`src/rtl/sonic_pkg.sv`:
```
// Shared state encoding, default timing constants and LFSR step for the sonic echo responder.
// Pure definitions; no latency and no flow control.
package sonic_pkg;

    typedef enum logic [2:0] {
        IDLE,
        TRIG_HI,
        BURST,
        ECHO,
        HOLDOFF
    } state_t;

    localparam int DEF_TICKS_PER_US   = 100;
    localparam int DEF_MIN_TRIG_US    = 10;
    localparam int DEF_BURST_DELAY_US = 250;
    localparam int DEF_US_PER_CM      = 58;
    localparam int DEF_MAX_DIST_CM    = 400;
    localparam int DEF_TIMEOUT_US     = 38000;

    localparam logic [15:0] LFSR_SEED = 16'hACE1;

    // Galois form of x^16 + x^14 + x^13 + x^11 + 1, maximal length
    function automatic logic [15:0] lfsr_step(input logic [15:0] v);
        return {1'b0, v[15:1]} ^ (v[0] ? 16'hB400 : 16'h0000);
    endfunction

endpackage

```
`src/rtl/sync_2ff.sv`:
```
// Two-flop synchronizer for a single asynchronous level; 2 clk latency.
// No flow control; flops clear on synchronous active-high rst.
module sync_2ff (
    input  logic clk,
    input  logic rst,
    input  logic d,
    output logic q
);

    logic meta;

    always_ff @(posedge clk) begin
        if (rst) begin
            meta <= 1'b0;
            q    <= 1'b0;
        end else begin
            meta <= d;
            q    <= meta;
        end
    end

endmodule

```
`src/rtl/sonic_echo_responder.sv`:
```
// Ultrasonic ranger emulator: qualified trigger -> fixed burst delay -> echo pulse sized by distance.
// Echo rises BURST_DELAY after the synchronized trigger fall; triggers during a measurement are ignored.
// Optional SONIC_ECHO_JITTER_EN adds 0-15 us of LFSR-driven echo extension.
module sonic_echo_responder
    import sonic_pkg::*;
#(
    parameter int TICKS_PER_US   = DEF_TICKS_PER_US,
    parameter int MIN_TRIG_US    = DEF_MIN_TRIG_US,
    parameter int BURST_DELAY_US = DEF_BURST_DELAY_US,
    parameter int US_PER_CM      = DEF_US_PER_CM,
    parameter int MAX_DIST_CM    = DEF_MAX_DIST_CM,
    parameter int TIMEOUT_US     = DEF_TIMEOUT_US
) (
    input  logic        clk,
    input  logic        rst,
    input  logic        trig,
    input  logic [19:0] dist_cm,
    output logic        echo,
    output logic        busy,
    output logic        out_of_range,
    output logic [7:0]  trig_count
);

    localparam logic [31:0] MIN_W       = 32'(MIN_TRIG_US * TICKS_PER_US);
    localparam logic [31:0] BURST_CYC   = 32'(BURST_DELAY_US * TICKS_PER_US);
    localparam logic [31:0] TIMEOUT_CYC = 32'(TIMEOUT_US * TICKS_PER_US);
    localparam logic [31:0] CM_CYC      = 32'(US_PER_CM * TICKS_PER_US);

    state_t      state, state_nxt;
    logic        trig_s, trig_d, trig_rise, accept;
    logic [31:0] width_cnt, cyc_cnt, base_len, echo_len;
    logic [19:0] dist_lat;

    function automatic logic dist_ok(input logic [19:0] d);
        return (d != 20'd0) && (32'(d) <= 32'(MAX_DIST_CM));
    endfunction

    sync_2ff u_sync (
        .clk (clk),
        .rst (rst),
        .d   (trig),
        .q   (trig_s)
    );

    // Edge-based start means a trigger still high when we reach IDLE must drop first
    assign trig_rise = trig_s & ~trig_d;
    assign busy      = (state == BURST) || (state == ECHO) || (state == HOLDOFF);

    // In range the product is bounded by MAX_DIST_CM*US_PER_CM*TICKS_PER_US, so 32 bits is exact
    assign base_len = dist_ok(dist_lat) ? 32'(dist_lat) * CM_CYC : TIMEOUT_CYC;

`ifdef SONIC_ECHO_JITTER_EN
    logic [15:0] lfsr;

    always_ff @(posedge clk) begin
        if (rst) begin
            lfsr <= LFSR_SEED;
        end else if (accept) begin
            lfsr <= lfsr_step(lfsr);
        end
    end

    assign echo_len = base_len + 32'(lfsr[3:0]) * 32'(TICKS_PER_US);
`else
    assign echo_len = base_len;
`endif

    always_comb begin
        state_nxt = state;
        accept    = 1'b0;
        case (state)
            IDLE:    if (trig_rise) state_nxt = TRIG_HI;
            TRIG_HI: begin
                if (!trig_s) begin
                    if (width_cnt >= MIN_W) begin
                        state_nxt = BURST;
                        accept    = 1'b1;
                    end else begin
                        state_nxt = IDLE;
                    end
                end
            end
            BURST:   if (cyc_cnt == BURST_CYC - 32'd1) state_nxt = ECHO;
            ECHO:    if (cyc_cnt == echo_len - 32'd1) state_nxt = HOLDOFF;
            HOLDOFF: if (cyc_cnt == MIN_W - 32'd1) state_nxt = IDLE;
            default: state_nxt = IDLE;
        endcase
    end

    always_ff @(posedge clk) begin
        if (rst) begin
            state        <= IDLE;
            trig_d       <= 1'b0;
            width_cnt    <= 32'd0;
            cyc_cnt      <= 32'd0;
            dist_lat     <= 20'd0;
            echo         <= 1'b0;
            out_of_range <= 1'b0;
            trig_count   <= 8'd0;
        end else begin
            state  <= state_nxt;
            trig_d <= trig_s;
            echo   <= (state_nxt == ECHO);

            if (state != TRIG_HI) begin
                width_cnt <= 32'd0;
            end else if (trig_s) begin
                width_cnt <= width_cnt + 32'd1;
            end

            if ((state_nxt != state) || !busy) begin
                cyc_cnt <= 32'd0;
            end else begin
                cyc_cnt <= cyc_cnt + 32'd1;
            end

            if (accept) begin
                dist_lat     <= dist_cm;
                trig_count   <= trig_count + 8'd1;
                out_of_range <= !dist_ok(dist_cm);
            end
        end
    end

endmodule

```
`config.mk`:
```
export PLATFORM = sky130hd
export DESIGN_NAME = sonic_echo_responder
export DESIGN_NICKNAME = d
export VERILOG_FILES = /design/src/rtl/sonic_pkg.sv /design/src/rtl/sync_2ff.sv /design/src/rtl/sonic_echo_responder.sv
export SDC_FILE = /design/constraint.sdc
export NUM_CORES = 1
export LEC_CHECK = 0
export ABC_CLOCK_PERIOD_IN_PS = 6230
export BUFFER_PORTS_ARGS = -buffer_cell sky130_fd_sc_hd__buf_2
export CORE_ASPECT_RATIO = 1.1
export CORE_UTILIZATION = 45
export CTS_BUF_LIST = sky130_fd_sc_hd__clkbuf_16
export DETAILED_ROUTE_END_ITERATION = 7
export GPL_ROUTABILITY_DRIVEN = 0
export GPL_TIMING_DRIVEN = 0
export PLACE_DENSITY = 0.62
export SYNTH_ARGS = -nofsm -noshare
export SYNTH_HDL_FRONTEND = slang
export SYNTH_SLANG_ARGS = --single-unit
```
`constraint.sdc`:
```
create_clock -name clk -period 6.23 [get_ports clk]
set_clock_uncertainty 0.2 [all_clocks]
set_input_delay 1.246 -clock clk [delete_from_list [all_inputs] [get_ports clk]]
set_output_delay 1.246 -clock clk [all_outputs]
set_load 0.005 [all_outputs]
```
== Word level (Yosys, flattened, before mapping) ==
Cells that the tools add are included.
Cells by class
  div/mod/pow operators: 0
  eq/ne operators: 10
  multipliers: 1
  $add $sub $neg: 4
  shifts and indexed selects: 0
  reductions and logical operators: 12
  bitwise operators: 2
  $lt $le $gt $ge: 3
  muxes and demuxes: 11
Operators by type and width (count)
  32-bit by 1-bit adder with 32-bit output (second input constant): 2
  20-bit by 9-bit <= comparator with 1-bit output (second input constant): 2
  20-bit nonzero test: 2
  32-bit by 10-bit == test with 1-bit output (second input constant): 1
  32-bit by 15-bit == test with 1-bit output (second input constant): 1
  32-bit == test: 1
  32-bit by 10-bit greater-or-equal comparator with 1-bit output (second input constant): 1
  32-bit two-way mux: 1
  32-bit by 1-bit subtractor with 32-bit output (second input constant): 1
  20-bit by 10-bit multiplier with 29-bit output (second input constant): 1
  3-bit two-way mux: 5
  3-bit one-hot mux with 5 select lines: 1
  3-bit by 2-bit == test with 1-bit output (second input constant): 3
  8-bit by 1-bit adder with 8-bit output (second input constant): 1
  2-bit OR reduction: 2
  3-bit by 1-bit == test with 1-bit output (second input constant): 1
  3-bit == test (second input constant): 1
  3-bit zero test: 1
  1-bit logical OR: 3
  1-bit two-way mux: 3
  3-bit by 1-bit inequality test with 1-bit output (second input constant): 1
  3-bit inequality test: 1
  1-bit logical AND: 2
  1-bit zero test: 2
  3 further kinds: 3
Word-level totals
  RAM bits: 0
  memories: 0
  word-level logic and storage cells: 53
  ROM bits: 0
  latch bits: 0
  flip-flop bits (word level): 100
  bits of input ports: 23

== Depth between registers and ports, before layout ==
  depth in word-level cells: 10
  depth in mapped cells: 25
  mapped depth without buffers: 22

== Modules after synthesis ==
A second synthesis with hierarchy kept.
Second synthesis, totals
  cell total of the unflattened synthesis: 1246
  area, all modules: 10092.2 sq um
By module, submodules not included
  sonic_echo_responder: cells each 1242, seq. area each 1961.9 sq um, instances 1, area an instance 10039.6 sq um
  sync_2ff: cells each 4, seq. area each 40.0 sq um, instances 1, area an instance 52.6 sq um

== Least setup slack after synthesis ==
No wires, ideal clock.
  path type: register -> register
  start: reg dist_lat[1]
  end: reg cyc_cnt[21]
  setup time: 115 ps
  clock period less this slack: 6697 ps
  arrival: 6382 ps
  slack: -467 ps
  cell stages (with the launch flop): 23
  required time: 5915 ps
  cell sequence: dfxtp_1 > ha_1 > inv_1 > fa_1 > fa_1 > inv_1 > fa_1 > fa_1 > ha_1 > clkbuf_1 > nand4_1 > a211oi_1 > a21oi_1 > a21oi_1 > a21boi_0 > xnor3_1 > and2_1 > a2111o_1 > nor4_1 > nand4_1 > o31ai_4 > buf_6 > nor2_1
On the way
  longest elaborated chain between the ends: 10
RTL lines
  start: declaration: RTL line sonic_echo_responder.sv:32  | logic [19:0] dist_lat;
  start signal: assignment: RTL line sonic_echo_responder.sv:118  | dist_lat <= dist_cm;
  branches (longest 2 deep; another with 20-bit by 10-bit multiplier with 29-bit output)
  32-bit two-way mux *: RTL line sonic_echo_responder.sv:50  | assign base_len = dist_ok(dist_lat) ? 32'(dist_lat) * CM_CYC : TIMEOUT_CYC;
  32-bit by 1-bit subtractor with 32-bit output *: RTL line sonic_echo_responder.sv:84  | ECHO: if (cyc_cnt == echo_len - 32'd1) state_nxt = HOLDOFF;
  32-bit == test *: RTL line sonic_echo_responder.sv:84
  3-bit two-way mux *: RTL line sonic_echo_responder.sv:84
  3-bit one-hot mux with 5 select lines *: RTL line sonic_echo_responder.sv:71  | case (state)
  3-bit inequality test *: RTL line sonic_echo_responder.sv:111  | if ((state_nxt != state) || !busy) begin
  1-bit logical OR *: RTL line sonic_echo_responder.sv:111
  2-bit OR reduction (no line) *
  end signal: assignment: RTL line sonic_echo_responder.sv:114  | cyc_cnt <= cyc_cnt + 32'd1;
  end: declaration: RTL line sonic_echo_responder.sv:31  | logic [31:0] width_cnt, cyc_cnt, base_len, echo_len;
Every way passes the cells marked *.
A chain may end at the register's enable or synchronous reset.

== Final worst setup path ==
  start: reg dist_lat[2]
  end: reg cyc_cnt[20]
Same word-level chain as after synthesis.

==> summary.md <==
| Metric | Value |
|---|---|
| HP Start | `u_sync.meta` |
| Final worst path period need | `6.69 ns` |
| Number of synthesized flops with an enable pin | `0` |
| H-tree Lvls | `3` |
| Hold/Removal Path Class | `reg -> reg` |
| Initial antenna violation count | `0` |
| Setup CP Type | `reg -> reg` |
| Max cap viols | `0` |
| Leading cell type in the layout, fill and taps excluded | `nand2_1` |
| Required time worst endpoint | `between 6 and 7 ns` |
| Hold path depth | `1` |
| Post-Layout Inst Area | `approximately 12000 um2` |
| Antenna Diode Count | `0` |
| Wirelength, routed | `~26 mm` |
| Period utilisation layout | `1.07` |
| Synth Area in Compound Gates | `0.154` |
| # clock sinks | `100` |
| Worst R2R Setup Slack | `-0.46 ns` |
| Row count | `57` |
| Synth Instances | `1248` |
| Share of layout cells above drive strength 1 | `0.201` |
| Post-Synth Simple-Gate Area | `0.242` |
| PwrDens | `98.4 nW/um2` |
| Synth Area in XOR/XNOR | `0.103` |
| Detailed Route Iter0 Violations | `453` |
| CP endpoint kind | `flop` |
| Ys async rst share | `0` |
| DRT Pass-1 Iters | `5` |
| Placed inst area | `11100 um2` |
| Core box area | `22200 um2` |
| Worst path setup slack after routing | `-0.461 ns` |
| Worst reg2reg startpoint | `dist_lat[2]` |
| Post-synthesis mux area share | `0.00896` |
| Wire length per cell | `15.9 um` |
| CTS root buffer | `clkbuf_16` |
| Global-route wire length before repair | `between 40 and 50 mm` |
| Setup TNS Final | `-14.14 ns` |
| Dpl ws | `-1.18 ns` |
| Final setup vio count | `35` |
| Clk Latency, worst-skew pair | `approximately 0.36 ns` |
| Fillers | `2084` |
| Synth unique cells | `around 90` |
| Final #Nets | `1516` |
| Worst-Margin Slew | `1.03 ns` |
| Worst-path fanout max | `10` |
| Most frequent cells in the layout | `129 x nand2_1, 107 x nor2_1, 101 x inv_1` |
| Hpwl dp | `20.5 mm` |
| Clk buf depth | `2` |
| Reg2reg end | `cyc_cnt[20]` |
| Status | `complete, but fails checks` |
| Pin count of the biggest net entering global routing | `18` |
| Buffers on Ports | `33` |
| Failing checks | `setup timing` |
| Vias post-DR | `9003` |
| Largest family of logic cells by synthesized area | `simple AND/OR/NAND/NOR gates` |
| Vias in the first global route | `around 9000` |
| Syn_nets | `1422` |
| Final hold viol count | `0` |
| Die area | `23300 um2` |
| Hold-fix buffers, CTS | `0` |
| Residual DRC count | `0` |
| CTS tree | `done` |
| IO Count | `34` |
| Starting density of the core | `0.460` |
| GRT overflow | `0` |
| Via density | `about 5.5` |
| Worst-path clk slew | `about 0.070 ns` |
| Worst rel slew slack | `0.308` |
| CP Data Arrival Time | `just under 7 ns` |
| Synthesized area per cell | `about 8.2 um2` |
| Post-Synth Adder-Cell Area | `0.232` |
| P_leak | `5.04 nW` |
| Post-synth top flop | `dfxtp_1` |
| GRT Total Usage | `0.234` |
| Yosys warning count | `0` |
| Max VDD drop | `approximately 0.11 mV` |
| Synthesized flop and latch total | `100` |
| Area growth syn-to-layout | `21.3%` |
| Sequential area share after synthesis | `0.196` |
| Chip width | `roughly 150 um` |
| Cell Area, Synth | `10200 um2` |
| RSZ-0062 raised after global routing | `true` |
| Chip height | `around 160 um` |
| CTS Buf Count | `9` |
| Max Clk Rate | `0.149 GHz` |
| Max Transition Viols Final | `0` |
| Post-DRT Antenna Nets | `0` |
| Hold endpoint | `u_sync.q` |
| Critical path startpoint category | `flop` |
| Reg2reg path depth | `23` |
[state kept, by name, indices dropped and copies added, names as in the netlist]
name          count
u_sync.meta       1
width_cnt        32
state             3
trig_d            1
echo              1
dist_lat         20
trig_count        8
out_of_range      1
cyc_cnt          32
u_sync.q          1
[cell families after synthesis]
logic type / after synthesis
AOI/OAI and AO/OA: 221
xor gates and xnor gates: 112
adders and majority gates: 151
buffers and inverters: 161
DFF: 100
muxes: 9
and+or+nand+nor: 494
[synth_stat cells (all sizes together) (9+ instances only)]
| cell | instances | area share |
|---|---|---|
| a21boi | 10 | 0.0074 |
| ha | 88 | 0.11 |
| clkbuf | 40 | 0.015 |
| a21o | 19 | 0.014 |
| xor2 | 56 | 0.048 |
| xnor2 | 52 | 0.047 |
| fa | 63 | 0.12 |
| nor2 | 124 | 0.046 |
| inv | 108 | 0.040 |
| or4 | 10 | 0.0077 |
| and2 | 10 | 0.0061 |
| dfxtp | 100 | 0.20 |
| o211ai | 9 | 0.0066 |
| nor4 | 23 | 0.015 |
| a211oi | 13 | 0.011 |
| nand2 | 131 | 0.048 |
| o21ai | 34 | 0.017 |
| nor2b | 11 | 0.0068 |
| nand3 | 42 | 0.021 |
| and3 | 29 | 0.018 |
| a21oi | 57 | 0.028 |
| or3 | 19 | 0.012 |
| buf | 13 | 0.0087 |
| nor3 | 30 | 0.015 |
| nand4 | 31 | 0.019 |
[repair_timing]
action,4_1_cts,5_1_grt
pin swaps,24,25
buffers inserted,37,12
gates resized for setup,76,59
setup endpoints to repair,35,35
gates cloned,1,1
[worst max path at each step]
stage / from / to / cells after the start
floorplan: dist_lat[3] / cyc_cnt[1] / 21
global placement: dist_lat[14] / cyc_cnt[0] / 20
detailed placement: dist_lat[14] / cyc_cnt[9] / 21
CTS: dist_lat[9] / cyc_cnt[15] / 24
global route: dist_lat[3] / cyc_cnt[11] / 25
finish: dist_lat[2] / cyc_cnt[20] / 23
[critical path, stage by stage (launching register included)]
cell	delay, ns
dfxtp_4	0.37
ha_4	0.26
ha_1	0.28
inv_1	0.05
fa_1	0.53
inv_1	0.06
fa_1	0.56
fa_1	0.43
ha_1	0.32
buf_6	0.16
a21o_4	0.24
a31oi_4	0.24
a21oi_1	0.12
or3_4	0.38
a2111o_1	0.45
or3_4	0.39
nor3_2	0.20
a2111o_1	0.16
o21ai_2	0.14
or3_4	0.41
o31ai_4	0.25
buf_6	0.19
clkbuf_16	0.16
nor2_1	0.04
[stage by stage]
stage | instances | utilization | total power, mW | hold WS (ns)
final | 1642 | 0.558 | 1.22 | 0.242
after global routing | 1642 | 0.558 | 1.26 | 0.265
after CTS | 1629 | 0.542 | 1.23 | 0.241
after detailed placement | 1576 | 0.499 | 0.672 | 0.229
after global placement | 1576 | 0.499 | 0.672 | 0.219
after floorplan | 1248 | - | 0.660 | 0.213
[report_power, final]
group	switching, mW	internal (mW)	total [mW]	leakage [nW]
clock network	0.253	0.310	0.564	0.149
registers	0.000652	0.634	0.634	0.820
logic	0.0121	0.00771	0.0198	4.07
[per-layer routing]
metal | vias up | global-route usage | share of wire
met4 | 0 | 0.0761 | 0.021
met3 | 34 | 0.0251 | 0.029
li1 | 4553 | - | -
met2 | 137 | 0.417 | 0.50
met5 | - | 0 | 0
met1 | 4279 | 0.293 | 0.45
[final cells by class]
cell class	count	area [um2]	area share
Buffer	52	322	0.0260
Tap cell	295	369	0.0298
Clock inverter	7	66.3	0.00536
Multi-Input combinational cell	987	8320	0.672
Timing Repair Buffer	84	601	0.0486
Clock buffer	9	225	0.0182
Inverter	108	408	0.0330
Sequential cell	100	2060	0.167
Power figures use the tool's default switching activity.
